$ cat src/rtl/disp_pkg.sv
`default_nettype none
// ============================================================================
// Module      : disp_pkg
// Description : Shared types and constants for the 4-digit display scanner.
// Revision    : 1.0 - initial release
// ============================================================================
package disp_pkg;

    typedef enum logic [1:0] {
        ST_IDLE  = 2'd0,
        ST_BLANK = 2'd1,
        ST_SHOW  = 2'd2
    } scan_state_e;

    localparam logic [6:0] SEG_OFF   = 7'h7F;
    localparam logic [3:0] DIG_OFF   = 4'b1111;
    localparam int         NUM_SLOTS = 4;

    // Active-low digit enable for a slot: exactly one bit low.
    function automatic logic [3:0] slot_enable(input logic [1:0] sel);
        slot_enable = ~(4'b0001 << sel);
    endfunction

endpackage : disp_pkg
`default_nettype wire

$ cat src/rtl/scan_timer.sv
`default_nettype none
// ============================================================================
// Module      : scan_timer
// Description : Loadable down-counter that saturates at zero; done when zero.
// Revision    : 1.0 - initial release
// ============================================================================
module scan_timer #(
    parameter int WIDTH = 4
) (
    input  logic             clk,
    input  logic             rst,
    input  logic             clr_i,
    input  logic             load_i,
    input  logic [WIDTH-1:0] load_val_i,
    output logic             done_o
);

    logic [WIDTH-1:0] cnt_q;

    always_ff @(posedge clk) begin
        if (rst || clr_i) begin
            cnt_q <= '0;
        end else if (load_i) begin
            cnt_q <= load_val_i;
        end else if (cnt_q != '0) begin
            cnt_q <= cnt_q - 1'b1;
        end
    end

    assign done_o = (cnt_q == '0);

endmodule : scan_timer
`default_nettype wire

$ cat src/rtl/display_scan_ctrl.sv
`default_nettype none
// ============================================================================
// Module      : display_scan_ctrl
// Description : 4-digit multiplexed 7-segment scanner with blanking gaps and
//               frame-coherent digit capture. Define ERR_BLINK_EN to enable
//               error blinking driven by ERRO.
// Revision    : 1.0 - initial release
// ============================================================================
module display_scan_ctrl
    import disp_pkg::*;
#(
    parameter int ON_CYC       = 1000,
    parameter int BLANK_CYC    = 8,
    parameter int BLINK_FRAMES = 64
) (
    input  logic       Clk,
    input  logic       Rst,
    input  logic       En,
    input  logic       ERRO,
    input  logic [6:0] Dig0,
    input  logic [6:0] Dig1,
    input  logic [6:0] Dig2,
    input  logic [6:0] Dig3,
    output logic [6:0] SEGs,
    output logic       SEG_D1,
    output logic       SEG_D2,
    output logic       SEG_D3,
    output logic       SEG_D4,
    output logic       SEG_P,
    output logic [1:0] Sel,
    output logic       Frame
);

    localparam int MAX_CYC = (ON_CYC > BLANK_CYC) ? ON_CYC : BLANK_CYC;
    localparam int TW      = $clog2(MAX_CYC + 1);

    localparam logic [TW-1:0] ON_LOAD    = TW'(ON_CYC - 1);
    localparam logic [TW-1:0] BLANK_LOAD = TW'(BLANK_CYC - 1);

    scan_state_e state_q, state_d;
    logic [1:0]  sel_q, sel_d;
    logic        frame_q, frame_d;
    logic [6:0]  segs_q, segs_d;
    logic [3:0]  dig_en_q, dig_en_d;
    logic [6:0]  shadow_q [NUM_SLOTS];

    logic          w_capture;
    logic          w_tmr_clr;
    logic          w_tmr_load;
    logic [TW-1:0] w_tmr_val;
    logic          w_tmr_done;
    logic          w_dark;

    scan_timer #(
        .WIDTH (TW)
    ) u_timer (
        .clk        (Clk),
        .rst        (Rst),
        .clr_i      (w_tmr_clr),
        .load_i     (w_tmr_load),
        .load_val_i (w_tmr_val),
        .done_o     (w_tmr_done)
    );

    always_comb begin
        state_d    = state_q;
        sel_d      = sel_q;
        frame_d    = 1'b0;
        w_capture  = 1'b0;
        w_tmr_clr  = 1'b0;
        w_tmr_load = 1'b0;
        w_tmr_val  = '0;
        if (!En) begin
            // Abandon any partial slot; restart cleanly on re-enable.
            state_d   = ST_IDLE;
            sel_d     = 2'd0;
            w_tmr_clr = 1'b1;
        end else begin
            case (state_q)
                ST_IDLE: begin
                    state_d    = ST_BLANK;
                    sel_d      = 2'd0;
                    w_capture  = 1'b1;
                    w_tmr_load = 1'b1;
                    w_tmr_val  = BLANK_LOAD;
                end
                ST_BLANK: begin
                    if (w_tmr_done) begin
                        state_d    = ST_SHOW;
                        w_tmr_load = 1'b1;
                        w_tmr_val  = ON_LOAD;
                    end
                end
                ST_SHOW: begin
                    if (w_tmr_done) begin
                        state_d    = ST_BLANK;
                        sel_d      = sel_q + 2'd1;
                        w_tmr_load = 1'b1;
                        w_tmr_val  = BLANK_LOAD;
                        if (sel_q == 2'd3) begin
                            frame_d   = 1'b1;
                            w_capture = 1'b1;
                        end
                    end
                end
                default: begin
                    state_d = ST_IDLE;
                    sel_d   = 2'd0;
                end
            endcase
        end
    end

`ifdef ERR_BLINK_EN
    localparam int BW = (BLINK_FRAMES > 1) ? $clog2(BLINK_FRAMES) : 1;

    logic [BW-1:0] blink_cnt_q, blink_cnt_d;
    logic          phase_on_q, phase_on_d;

    always_comb begin
        blink_cnt_d = blink_cnt_q;
        phase_on_d  = phase_on_q;
        if (!ERRO) begin
            blink_cnt_d = '0;
            phase_on_d  = 1'b1;
        end else if (frame_d) begin
            if (blink_cnt_q == BW'(BLINK_FRAMES - 1)) begin
                blink_cnt_d = '0;
                phase_on_d  = ~phase_on_q;
            end else begin
                blink_cnt_d = blink_cnt_q + 1'b1;
            end
        end
    end

    always_ff @(posedge Clk) begin
        if (Rst) begin
            blink_cnt_q <= '0;
            phase_on_q  <= 1'b1;
        end else begin
            blink_cnt_q <= blink_cnt_d;
            phase_on_q  <= phase_on_d;
        end
    end

    assign w_dark = ERRO & ~phase_on_d;
`else
    logic unused_blink;
    assign unused_blink = ERRO ^ BLINK_FRAMES[0];
    assign w_dark       = 1'b0;
`endif

    // Outputs are registered from next-state so they align with state_q.
    always_comb begin
        segs_d   = SEG_OFF;
        dig_en_d = DIG_OFF;
        if (state_d == ST_SHOW) begin
            segs_d   = shadow_q[sel_d];
            dig_en_d = w_dark ? DIG_OFF : slot_enable(sel_d);
        end
    end

    always_ff @(posedge Clk) begin
        if (Rst) begin
            state_q     <= ST_IDLE;
            sel_q       <= 2'd0;
            frame_q     <= 1'b0;
            segs_q      <= SEG_OFF;
            dig_en_q    <= DIG_OFF;
            shadow_q[0] <= SEG_OFF;
            shadow_q[1] <= SEG_OFF;
            shadow_q[2] <= SEG_OFF;
            shadow_q[3] <= SEG_OFF;
        end else begin
            state_q  <= state_d;
            sel_q    <= sel_d;
            frame_q  <= frame_d;
            segs_q   <= segs_d;
            dig_en_q <= dig_en_d;
            if (w_capture) begin
                shadow_q[0] <= Dig0;
                shadow_q[1] <= Dig1;
                shadow_q[2] <= Dig2;
                shadow_q[3] <= Dig3;
            end
        end
    end

    assign SEGs   = segs_q;
    assign SEG_D1 = dig_en_q[0];
    assign SEG_D2 = dig_en_q[1];
    assign SEG_D3 = dig_en_q[2];
    assign SEG_D4 = dig_en_q[3];
    assign SEG_P  = 1'b1;
    assign Sel    = sel_q;
    assign Frame  = frame_q;

endmodule : display_scan_ctrl
`default_nettype wire
$ cat config.mk
export PLATFORM = sky130hd
export DESIGN_NAME = display_scan_ctrl
export DESIGN_NICKNAME = d
export VERILOG_FILES = /design/src/rtl/disp_pkg.sv /design/src/rtl/scan_timer.sv /design/src/rtl/display_scan_ctrl.sv
export SDC_FILE = /design/constraint.sdc
export NUM_CORES = 1
export LEC_CHECK = 0
export CAP_MARGIN = 5
export CORE_MARGIN = 5
export CORE_UTILIZATION = 25
export DETAILED_ROUTE_END_ITERATION = 7
export DONT_BUFFER_PORTS = 1
export PLACE_DENSITY = 0.39
export SETUP_SLACK_MARGIN = 0.05
export SLEW_MARGIN = 15
export SYNTH_ARGS = -nofsm -noshare
export SYNTH_HDL_FRONTEND = slang
export SYNTH_SLANG_ARGS = --single-unit
$ cat constraint.sdc
create_clock -name Clk -period 4.3 [get_ports Clk]
set_input_delay 1.29 -clock Clk [delete_from_list [all_inputs] [get_ports Clk]]
set_output_delay 1.29 -clock Clk [all_outputs]
set_load 0.005 [all_outputs]
==> results_dict.tcl <==
set metrics [dict create \
    postCtsHoldBufs 0 \
    grtUsageMet3_pct 3.316 \
    min_path_type "reg -> reg" \
    p_per_area_mw_per_mm2 466.2 \
    vias 1628 \
    slew-limit-headroom_pct 49.97 \
    globalRouteTotalUtil_pct 9.795 \
    ir_drop_mv 0.1414 \
    finalMaxSlewViolations 0 \
    grt_pass1_wl_um 8797 \
    cp.buffers_inverters 1 \
    core-area_mm2 0.009684 \
    drc 0 \
    wire_per_inst_um 15.79 \
    r2r_slack_ps 1670 \
    fin_skew_ps 6.349 \
    cts_tree "built" \
    antennaDiodeCount 0 \
    clockRootBuffer "clkbuf_8" \
    tightest_slew_ps 746.3 \
    rsz0062_at_grt "no" \
    power_leakage_nw 0.9396 \
    synth_area_mm2 0.002460 \
    hold_start "u_timer.cnt_q[4]" \
    grt_max_degree 40 \
    rr_endpoint "SEGs[4]" \
    busiest_layer "met2" \
    die_x_um 109.2 \
    clockBufferDepth 2 \
    synth_area_leader_cell "edfxtp_1" \
    initial_core_util_pct 25.40 \
    ant_nets 0 \
    clock_latency_ps 300 \
    crit_type "in -> reg" \
    clock.fmax_mhz 378.2 \
    use_met2_pct 14.65 \
    drt-vias-per-instance 4.612 \
    hpwl_um 3936 \
    multi_input_area_mm2 0.001020 \
    ios 47 \
    drive_above_1_share_pct 10.45 \
    syn2layout_area_growth_pct 10.12 \
    synth_nets 256 \
    critPathCaptureType "register" \
    slowest_stage "nor3_2" \
    synthTopCellsByArea "edfxtp_1 (34%), dfxtp_1 (21%), or3_1 (7.6%), mux2i_1 (5.7%), ha_1 (3.6%)" \
    ys_types 39 \
    whs_endpoint "u_timer.cnt_q[4]" \
    power.share.switching_pct 33.94 \
    num-fill-cells 1008 \
    cpPeakStageDelay_ps 650 \
    grt_overflow 0 \
    clk_pin_slew_ps 100 \
    avgSynthCellArea_um2 11.34 \
    critPathLaunchType "input pin" \
    synth-seq-cells 54 \
    hold_depth 2 \
    hold_violations 0 \
    synth_cells 217 \
    cts_htree_levels 2 \
    p_total_w 0.001263 \
    path_max_fanout 11 \
    dieArea_mm2 0.01192 \
    regArea_mm2 0.001361 \
    drt_wl_total_um 5573 \
    switchingPower_w 0.0004286 \
    synth-seq-area-share_pct 55.34 \
    first_pass_iters 4 \
    cts_buffers 5 \
    met1_usage_pct 12.90 \
    status "finished clean" \
    rr_worst_depth 7 \
    final_area_mm2 0.002709 \
    synth_top_area_share_pct 34.18 \
    die_y_um 109.2 \
    setup_viol 0 \
    antenna_found_initial 0 \
    rows 36 \
    worst_slack_ps 1656 \
    layout.nets 258 \
    critical-path-top-delay-family "simple AND/OR/NAND/NOR gates" \
    post-cts-setup-buffers 0 \
    post_dp_cell_area_mm2 0.002619 \
    drv_cap 0 \
    finalWeightedCongestion 0.7757 \
    cp.required_ps 4470 \
    cts.repair.resized 0 \
    crit_chain "nand4_1 -> a21oi_1 -> nor3_2 -> buf_4 -> mux2i_1 -> a22oi_1" \
    pwr-share-clk_pct 22.9 \
    reg2reg_from "u_timer.cnt_q[0]" \
    io_buffers 0 \
    cp.arrival_ps 2810 \
    comb_power_share_pct 29.3 \
    first_iter_violations 74 \
    p_int_w 0.0008342 \
    post-route-min-period_ps 2644 \
    grt_pass1_vias 1561 \
    clock_sinks 54 \
    p_seq_share_pct 47.7 \
    setup_tns_ps 0 \
    pre_cts_slack_ps 1275 \
    finalCritPeriodShare_pct 61.49 \
    yosys_warnings 0 \
]
[sequential cells by signal, summed over array words and instances (netlist names)]
name           count
u_timer.cnt_q     10
SEGs               7
dig_en_q           4
state_q            2
Frame              1
Sel                2
shadow_q          28
[layer usage]
| layer | vias up | part of all wire (%) |
|---|---|---|
| met3 | 8 | 6.2 |
| met2 | 43 | 46 |
| met5 | - | 0 |
| met4 | 0 | 2.4 |
| met1 | 777 | 45 |
| li1 | 800 | - |
[layout make-up]
cell class | instances | area share, %
Multi-Input combinational cell | 145 | 37.64
Clock inverter | 3 | 0.7852
Sequential cell | 54 | 50.25
Tap cell | 133 | 6.143
Inverter | 7 | 0.9700
Timing Repair Buffer | 6 | 1.663
Clock buffer | 5 | 2.540
[cell usage in the layout, fill, tap and decap left out, types with 5 or more instances in the layout]
cell / count
or3_1: 30
edfxtp_1: 28
dfxtp_1: 26
mux2i_1: 14
nor2_1: 12
nand2_1: 11
a21oi_1: 10
inv_1: 7
a22oi_1: 7
ha_1: 7
buf_4: 6
clkbuf_8: 5
[logic make-up after synthesis]
logic type / count (synthesis) / synth area share [%]
other cells: 1 / 0.1524
compound gates: 32 / 9.258
simple gates: 83 / 19.33
fa+ha+maj: 7 / 3.560
xor+xnor: 8 / 2.848
buf+inv: 18 / 3.815
mux: 14 / 5.697
flops: 54 / 55.34
[Yosys cell counts, drive strengths merged]
library cell,count
mux2i,14
nor2b,2
a21oi,10
o211a,1
o22ai,1
o21ai,4
or3,30
xnor2,4
clkbuf,6
inv,7
nand2,11
ha,7
or2,1
edfxtp,28
a211oi,1
a211o,1
buf,5
nor3,6
nand4,4
nor2,12
a31oi,2
o211ai,1
or4,1
nor4,5
nand3,4
nand4b,1
nand2b,4
and3,1
o2111ai,1
conb,1
xor2,4
a22oi,7
o21bai,1
a41oi,2
nand3b,1
dfxtp,26
[power by group through the flow]
stage	clock network (W)	logic (W)	registers [W]
6_report	0.000289	0.000371	0.000603
5_1_grt	0.000323	0.000418	0.000608
4_1_cts	0.000307	0.000373	0.000603
3_5_place_dp	0	0.000371	0.000615
3_3_place_gp	0	0.000372	0.000616
2_1_floorplan	0	0.000284	0.000610
[through the flow]
| step | hold slack [ps] | std cells | utilization (%) |
|---|---|---|---|
| 2_1_floorplan | 440.2 | 217 | - |
| 3_3_place_gp | 471.1 | 345 | 27.04 |
| 3_5_place_dp | 457.9 | 345 | 27.04 |
| 4_1_cts | 474.6 | 353 | 27.97 |
| 5_1_grt | 513.4 | 353 | 27.97 |
| 6_report | 469.8 | 353 | 27.97 |
[how the worst max path moves through the flow]
stage                           from              to  slack [ps]  cells after the start
floorplan                         En  shadow_q[0][0]         930                      3
global placement                  En         SEGs[0]        1310                      6
detailed placement                En         SEGs[0]        1280                      6
CTS                               En         SEGs[0]        1610                      6
global route        u_timer.cnt_q[0]         SEGs[4]        1390                      7
finish                            En         SEGs[0]        1660                      6
[worst reg2reg max path: stages (launching register included)]
cell and delay (ps):
dfxtp_1 430, inv_1 90, ha_1 220, nor2b_1 190, a41oi_1 540, o2111ai_2 270
nor2_1 610, a22oi_1 160
No activity file was read; power rests on OpenSTA's default activity.
